<file path="src/rtl/axis_to_pkt_conv.sv">
// axis_to_pkt_conv: AXI4-Stream ingress to TSN native packet interface.
// DEPTH-entry elastic FIFO with a registered first-word-fall-through head,
// backpressure from the packet sink and per-beat error propagation.
// Optional packet length check/truncation enabled by defining PKT_LEN_CHK_EN.
module axis_to_pkt_conv #(
   parameter int unsigned DATA_W    = 32,
   parameter int unsigned DEPTH     = 4,
   parameter int unsigned MAX_BEATS = 384
) (
   input  logic                          CLK,
   input  logic                          RSTN,
   input  logic [DATA_W-1:0]             STR_TDATA_IN,
   input  logic [DATA_W/8-1:0]           STR_TKEEP_IN,
   input  logic                          STR_TLAST_IN,
   input  logic                          STR_TUSER_IN,
   input  logic                          STR_TVALID_IN,
   output logic                          STR_RDY_IN,
   input  logic                          Pkt_RDY_OUT,
   output logic                          Pkt_VALID_OUT,
   output logic [DATA_W-1:0]             Pkt_DATA_OUT,
   output logic                          Pkt_SOF_OUT,
   output logic                          Pkt_EOF_OUT,
   output logic [$clog2(DATA_W/8)-1:0]   BC_OUT,
   output logic                          Pkt_ERR_OUT
);

   localparam int unsigned KW   = DATA_W / 8;
   localparam int unsigned KCW  = $clog2(KW + 1);
   localparam int unsigned BC_W = $clog2(KW);
   localparam int unsigned PW   = $clog2(DEPTH);
   localparam int unsigned CW   = PW + 1;
   localparam int unsigned EW   = DATA_W + BC_W + 3;

   logic [EW-1:0]   mem [DEPTH];
   logic [PW-1:0]   wr_ptr, rd_ptr, rd_ptr_n;
   logic [CW-1:0]   count, count_n;
   logic            in_pkt;

   logic [KCW-1:0]  keep_ones_c;
   logic [BC_W-1:0] bc_c;
   logic            accept_c, push_c, pop_c, sof_c, trunc_c;
   logic [EW-1:0]   in_entry_c, head_n;

`ifdef PKT_LEN_CHK_EN
   localparam int unsigned CNT_W = $clog2(MAX_BEATS + 1);

   typedef enum logic {ST_PASS = 1'b0, ST_DROP = 1'b1} state_t;

   state_t          state;
   logic [CNT_W-1:0] beat_cnt;
   logic [CNT_W-1:0] beat_num_c;
`else
   logic unused_max_beats;
   assign unused_max_beats = ^32'(MAX_BEATS);
`endif

   // Entry formatting, truncation decision and next FIFO head selection
   always_comb begin
      keep_ones_c = '0;
      for (int unsigned i = 0; i < KW; i++) begin
         keep_ones_c = keep_ones_c + KCW'(STR_TKEEP_IN[i]);
      end
      bc_c     = (keep_ones_c == '0) ? '0 : BC_W'(KCW'(KW) - keep_ones_c);
      accept_c = STR_TVALID_IN & STR_RDY_IN;
      sof_c    = ~in_pkt;
`ifdef PKT_LEN_CHK_EN
      beat_num_c = sof_c ? CNT_W'(1) : beat_cnt + CNT_W'(1);
      trunc_c    = accept_c & (state == ST_PASS) & ~STR_TLAST_IN &
                   (beat_num_c == CNT_W'(MAX_BEATS));
      push_c     = accept_c & (state == ST_PASS);
`else
      trunc_c    = 1'b0;
      push_c     = accept_c;
`endif
      in_entry_c = {STR_TDATA_IN, sof_c, STR_TLAST_IN | trunc_c,
                    (STR_TLAST_IN ? bc_c : BC_W'(0)), STR_TUSER_IN | trunc_c};
      pop_c      = Pkt_VALID_OUT & Pkt_RDY_OUT;
      count_n    = count + CW'(push_c) - CW'(pop_c);
      rd_ptr_n   = rd_ptr + PW'(pop_c);
      // Bypass the incoming beat when it lands directly in the head slot
      head_n     = (push_c && (count == CW'(pop_c))) ? in_entry_c : mem[rd_ptr_n];
   end

   // FIFO storage write
   always_ff @(posedge CLK) begin
      if (push_c) begin
         mem[wr_ptr] <= in_entry_c;
      end
   end

   // Pointers, occupancy, ready, registered output head and packet tracking
   always_ff @(posedge CLK or negedge RSTN) begin
      if (!RSTN) begin
         wr_ptr        <= '0;
         rd_ptr        <= '0;
         count         <= '0;
         in_pkt        <= 1'b0;
         STR_RDY_IN    <= 1'b0;
         Pkt_VALID_OUT <= 1'b0;
         Pkt_DATA_OUT  <= '0;
         Pkt_SOF_OUT   <= 1'b0;
         Pkt_EOF_OUT   <= 1'b0;
         BC_OUT        <= '0;
         Pkt_ERR_OUT   <= 1'b0;
`ifdef PKT_LEN_CHK_EN
         state         <= ST_PASS;
         beat_cnt      <= '0;
`endif
      end else begin
         count         <= count_n;
         rd_ptr        <= rd_ptr_n;
         STR_RDY_IN    <= (count_n != CW'(DEPTH));
         Pkt_VALID_OUT <= (count_n != '0);
         if (push_c) begin
            wr_ptr <= wr_ptr + PW'(1);
            in_pkt <= ~STR_TLAST_IN & ~trunc_c;
         end
         if (count_n != '0) begin
            {Pkt_DATA_OUT, Pkt_SOF_OUT, Pkt_EOF_OUT, BC_OUT, Pkt_ERR_OUT} <= head_n;
         end
`ifdef PKT_LEN_CHK_EN
         if (push_c) begin
            beat_cnt <= beat_num_c;
         end
         case (state)
            ST_PASS: if (trunc_c) state <= ST_DROP;
            ST_DROP: if (accept_c && STR_TLAST_IN) state <= ST_PASS;
            default: state <= ST_PASS;
         endcase
`endif
      end
   end

endmodule

</file>
<file path="config.mk">
export PLATFORM = sky130hd
export DESIGN_NAME = axis_to_pkt_conv
export DESIGN_NICKNAME = d
export VERILOG_FILES = /design/src/rtl/axis_to_pkt_conv.sv
export SDC_FILE = /design/constraint.sdc
export NUM_CORES = 1
export LEC_CHECK = 0
export ABC_CLOCK_PERIOD_IN_PS = 4300
export BUFFER_PORTS_ARGS = -buffer_cell sky130_fd_sc_hd__buf_2
export CORE_ASPECT_RATIO = 1.5
export CORE_UTILIZATION = 62
export CTS_BUF_LIST = sky130_fd_sc_hd__clkbuf_8 sky130_fd_sc_hd__clkbuf_16
export DETAILED_ROUTE_END_ITERATION = 10
export PLACE_DENSITY_LB_ADDON = 0.1
export SYNTH_ARGS = -nofsm -noshare
export SYNTH_HDL_FRONTEND = slang
export SYNTH_SLANG_ARGS = --single-unit
</file>
<file path="constraint.sdc">
create_clock -name CLK -period 4.3 [get_ports CLK]
set_input_delay 0.215 -clock CLK [delete_from_list [all_inputs] [get_ports CLK]]
set_output_delay 0.215 -clock CLK [all_outputs]
set_load 0.02 [all_outputs]
</file>
==> metrics.log <==
INFO  metric seq_area = 0.00562 mm2
INFO  metric floorplan.io_pins = 81
INFO  metric synth_edf_count = 148
INFO  metric dr.pass1.iters = 4
INFO  metric clock_skew = 6.97 ps
INFO  metric worst-setup-path-type = reg -> reg
INFO  metric synthTopCellsByArea = sky130_fd_sc_hd__edfxtp_1 57%, sky130_fd_sc_hd__dfrtp_1 15%, sky130_fd_sc_hd__mux4_2 11%
INFO  metric synth-async-reset-ratio = 24.1%
INFO  metric grt_util_all_layers = 23.7%
INFO  metric achievable-frequency = approximately 0.33 GHz
INFO  metric synth.most_common_cell = sky130_fd_sc_hd__edfxtp_1
INFO  metric fill_cells = 771
INFO  metric startpoint_type = register
INFO  metric final_max_slew_viol_count = 0
INFO  metric antenna_violating_nets_post_route = 0
INFO  metric critPathSlowestCell = sky130_fd_sc_hd__nand2b_4
INFO  metric timing.hold.worst_endpoint = mem[0][28]
INFO  metric yosys_warnings = 0
INFO  metric power-per-cell-area = 783 mW/mm2
INFO  metric route.detailed.vias_per_inst = 5.80
INFO  metric final_period_demand_of_the_worst_path = 3030 ps
INFO  metric hp_start = STR_TDATA_IN[23]
INFO  metric reg_to_reg_critical_path_endpoint = Pkt_DATA_OUT[6]
INFO  metric holdCritPathClass = in -> reg
INFO  metric synth_area_per_cell = 17.5 um2
INFO  metric slew_headroom = slightly below 30%
INFO  metric initial_utilization = 64.2%
INFO  metric synth-main-ff-cell = sky130_fd_sc_hd__edfxtp_1
INFO  metric syn_nets = 495
INFO  metric cellLeakagePower = ~3.2 nW
INFO  metric antenna_found_initial = 0
INFO  metric place.detailed.hpwl = 7580 um
INFO  metric flow.area_growth_from_synthesis = 13.3%
INFO  metric ys_seq_elements = 195
INFO  metric postCtsHoldBufs = 1
INFO  metric globalRoute.totalOverflow = 0
INFO  metric regToRegSetupSlack = 1270 ps
INFO  metric rsz0062_at_grt = no
INFO  metric tritoncts = built
INFO  metric wire_length_of_the_first_global_routing_pass = between 20,000 and 25,000 um
INFO  metric grt_max_degree = 76
INFO  metric drt_iter0_markers = 247
INFO  metric remaining_drc_errors = 0
INFO  metric io_buffer_count = 80
INFO  metric routed_wire_length_per_instance = 20.2 um
INFO  metric multi_input_comb_area = 0.00200 mm2
INFO  metric drive_above_1_share = 34.8%
INFO  metric synth_cells = 444
INFO  metric cts_inserted_buffers = 17
INFO  metric num_rows = 49
INFO  metric max-cap-violations = 0
INFO  metric total_wirelength_of_the_detailed_routed_design = 13,900 um
INFO  metric design.die.area = 0.0130 mm2
INFO  metric critPathBufInv = 0
INFO  metric synth_unique_cells = 29
INFO  metric nets = 575
INFO  metric cts.sinks = 195
INFO  metric die_x = a little over 90 um
INFO  metric postCtsSetupRepairBufs = 0
INFO  metric h-tree-depth = 4
INFO  metric cts.clk_slew.worst_paths = 70 ps
INFO  metric endpoint_kind = register
INFO  metric report.final.hold_viol_count = 0
INFO  metric worstRegToRegCells = 8
INFO  metric globalplace.congestion = 0.698
INFO  metric synth_top_area_share = 57.1%
INFO  metric worst_path_cell_trace = nand2_1, xnor2_1, ha_1, fa_1, xnor3_2, nand2b_4, nor2_1, a31oi_2
INFO  metric placeableCoreArea = 0.0121 mm2
INFO  metric finish.utilization = 72.7%
INFO  metric kind_of_cell_adding_the_most_delay_to_the_critical_path = simple AND/OR/NAND/NOR gates
INFO  metric max_stage_delay = roughly 600 ps
INFO  metric final-setup-viol-count = 0
INFO  metric hold_depth = 1
INFO  metric synth_largest_area_cell = sky130_fd_sc_hd__edfxtp_1
INFO  metric rr_startpoint = STR_RDY_IN
INFO  metric finalSetupTns = 0 ps
INFO  metric detailroute.via_count = 4,003
INFO  metric peakVddDrop = between 0.4 and 0.5 mV
INFO  metric clock_tree.buffer_depth = 2
INFO  metric min_period_over_period = 70.5%
INFO  metric timing.critical_path.required = 4560 ps
INFO  metric worst_skew_pair_latency = 420 ps
INFO  metric timing.critical_path.fanout_max = 75
INFO  metric antennaDiodeCount = 0
INFO  metric cp.arrival = 3290 ps
INFO  metric vias_in_the_first_global_route = about 4,200
INFO  metric post_cts_resize_count = 0
INFO  metric synth.cell_area = 0.00779 mm2
INFO  metric synth.yosys.seq_area_share = ~72%
INFO  metric synth.top_cells.by_count = 148 x sky130_fd_sc_hd__edfxtp_1, 76 x sky130_fd_sc_hd__nand2_1, 47 x sky130_fd_sc_hd__dfrtp_1
INFO  metric run_status = finished clean
INFO  metric cts_root_buf = sky130_fd_sc_hd__clkbuf_16
INFO  metric worst_pin_slew = 1060 ps
INFO  metric dieHeight = 139 um
==> power by group <==
group	internal (mW)	switching, mW	leakage [nW]
combinational	1.16	1.51	1.09
clock	0.755	0.701	0.251
sequential	2.60	0.198	1.90
==> worst max-delay path by stage <==
| stage | start | to | slack, ps | depth (start not counted) |
|---|---|---|---|---|
| 2_1_floorplan | STR_RDY_IN | BC_OUT[0] | 1780 | 9 |
| 3_3_place_gp | STR_RDY_IN | Pkt_DATA_OUT[27] | 1400 | 8 |
| 3_5_place_dp | STR_RDY_IN | Pkt_DATA_OUT[3] | 1280 | 8 |
| 4_1_cts | STR_RDY_IN | Pkt_DATA_OUT[3] | 1270 | 8 |
| 5_1_grt | STR_RDY_IN | Pkt_DATA_OUT[6] | 1030 | 8 |
| 6_report | STR_RDY_IN | Pkt_DATA_OUT[6] | 1270 | 8 |
==> per-stage QoR <==
stage                     total power [mW]  hold slack (ps)  setup slack (ps)  std cells  area, um2
final                                 6.91             19.2              1270        690       8830
after global routing                  7.34             2.56              1030        690       8830
after CTS                             6.99             8.51              1270        690       8830
after detailed placement              5.55              381              1280        657       8270
after global placement                5.45              384              1400        657       8270
after floorplan                       4.99            -80.6              1780        444       7790
==> kinds of logic (layout without fill, tap and decap cells) <==
kind of cell	after synthesis	count (layout)	synth area share, %
AOI/OAI and AO/OA	41	41	5.22
xor gates and xnor gates	5	5	0.932
adders and majority gates	9	9	1.64
buffers and inverters	31	124	2.62
DFF	195	195	72.2
muxes	39	39	11.0
and+or+nand+nor	124	124	6.46
==> placed cells by master (no fill, tap or decap), drive strengths merged, types with 3 or more instances in the layout <==
cell type | Yosys | routed
edfxtp | 148 | 148
buf | 21 | 83
nand2 | 76 | 76
dfrtp | 47 | 47
nor2 | 39 | 39
mux4 | 37 | 37
a31oi | 36 | 36
clkbuf | 2 | 17
inv | 8 | 14
ha | 7 | 7
clkinvlp | 0 | 6
and3 | 5 | 5
and2 | 3 | 3
clkinv | 0 | 3
==> layer usage <==
metal  GRT usage, %  vias to the layer above  share of wire, %
met3           6.07                       14               5.7
li1               -                     1845                 -
met4           6.07                        0               1.0
met1           30.0                     2032                39
met5              0                        -                 0
met2           41.1                      112                54
==> registers in the layout (all words and copies together) (netlist names) <==
register       count
count              3
Pkt_DATA_OUT      32
Pkt_SOF_OUT        1
rd_ptr             2
mem              148
Pkt_VALID_OUT      1
wr_ptr             2
in_pkt             1
Pkt_EOF_OUT        1
STR_RDY_IN         1
Pkt_ERR_OUT        1
BC_OUT             2
==> cell type report <==
class                   count  area share [%]
flip-flops and latches    195            63.7
multi-input cells         218            22.7
repair buffers             84            4.90
clock buffers              17            4.82
well taps                 153            2.17
clock inverters            15            1.43
inverters                   8           0.340
(Power assumes the default switching activity.)
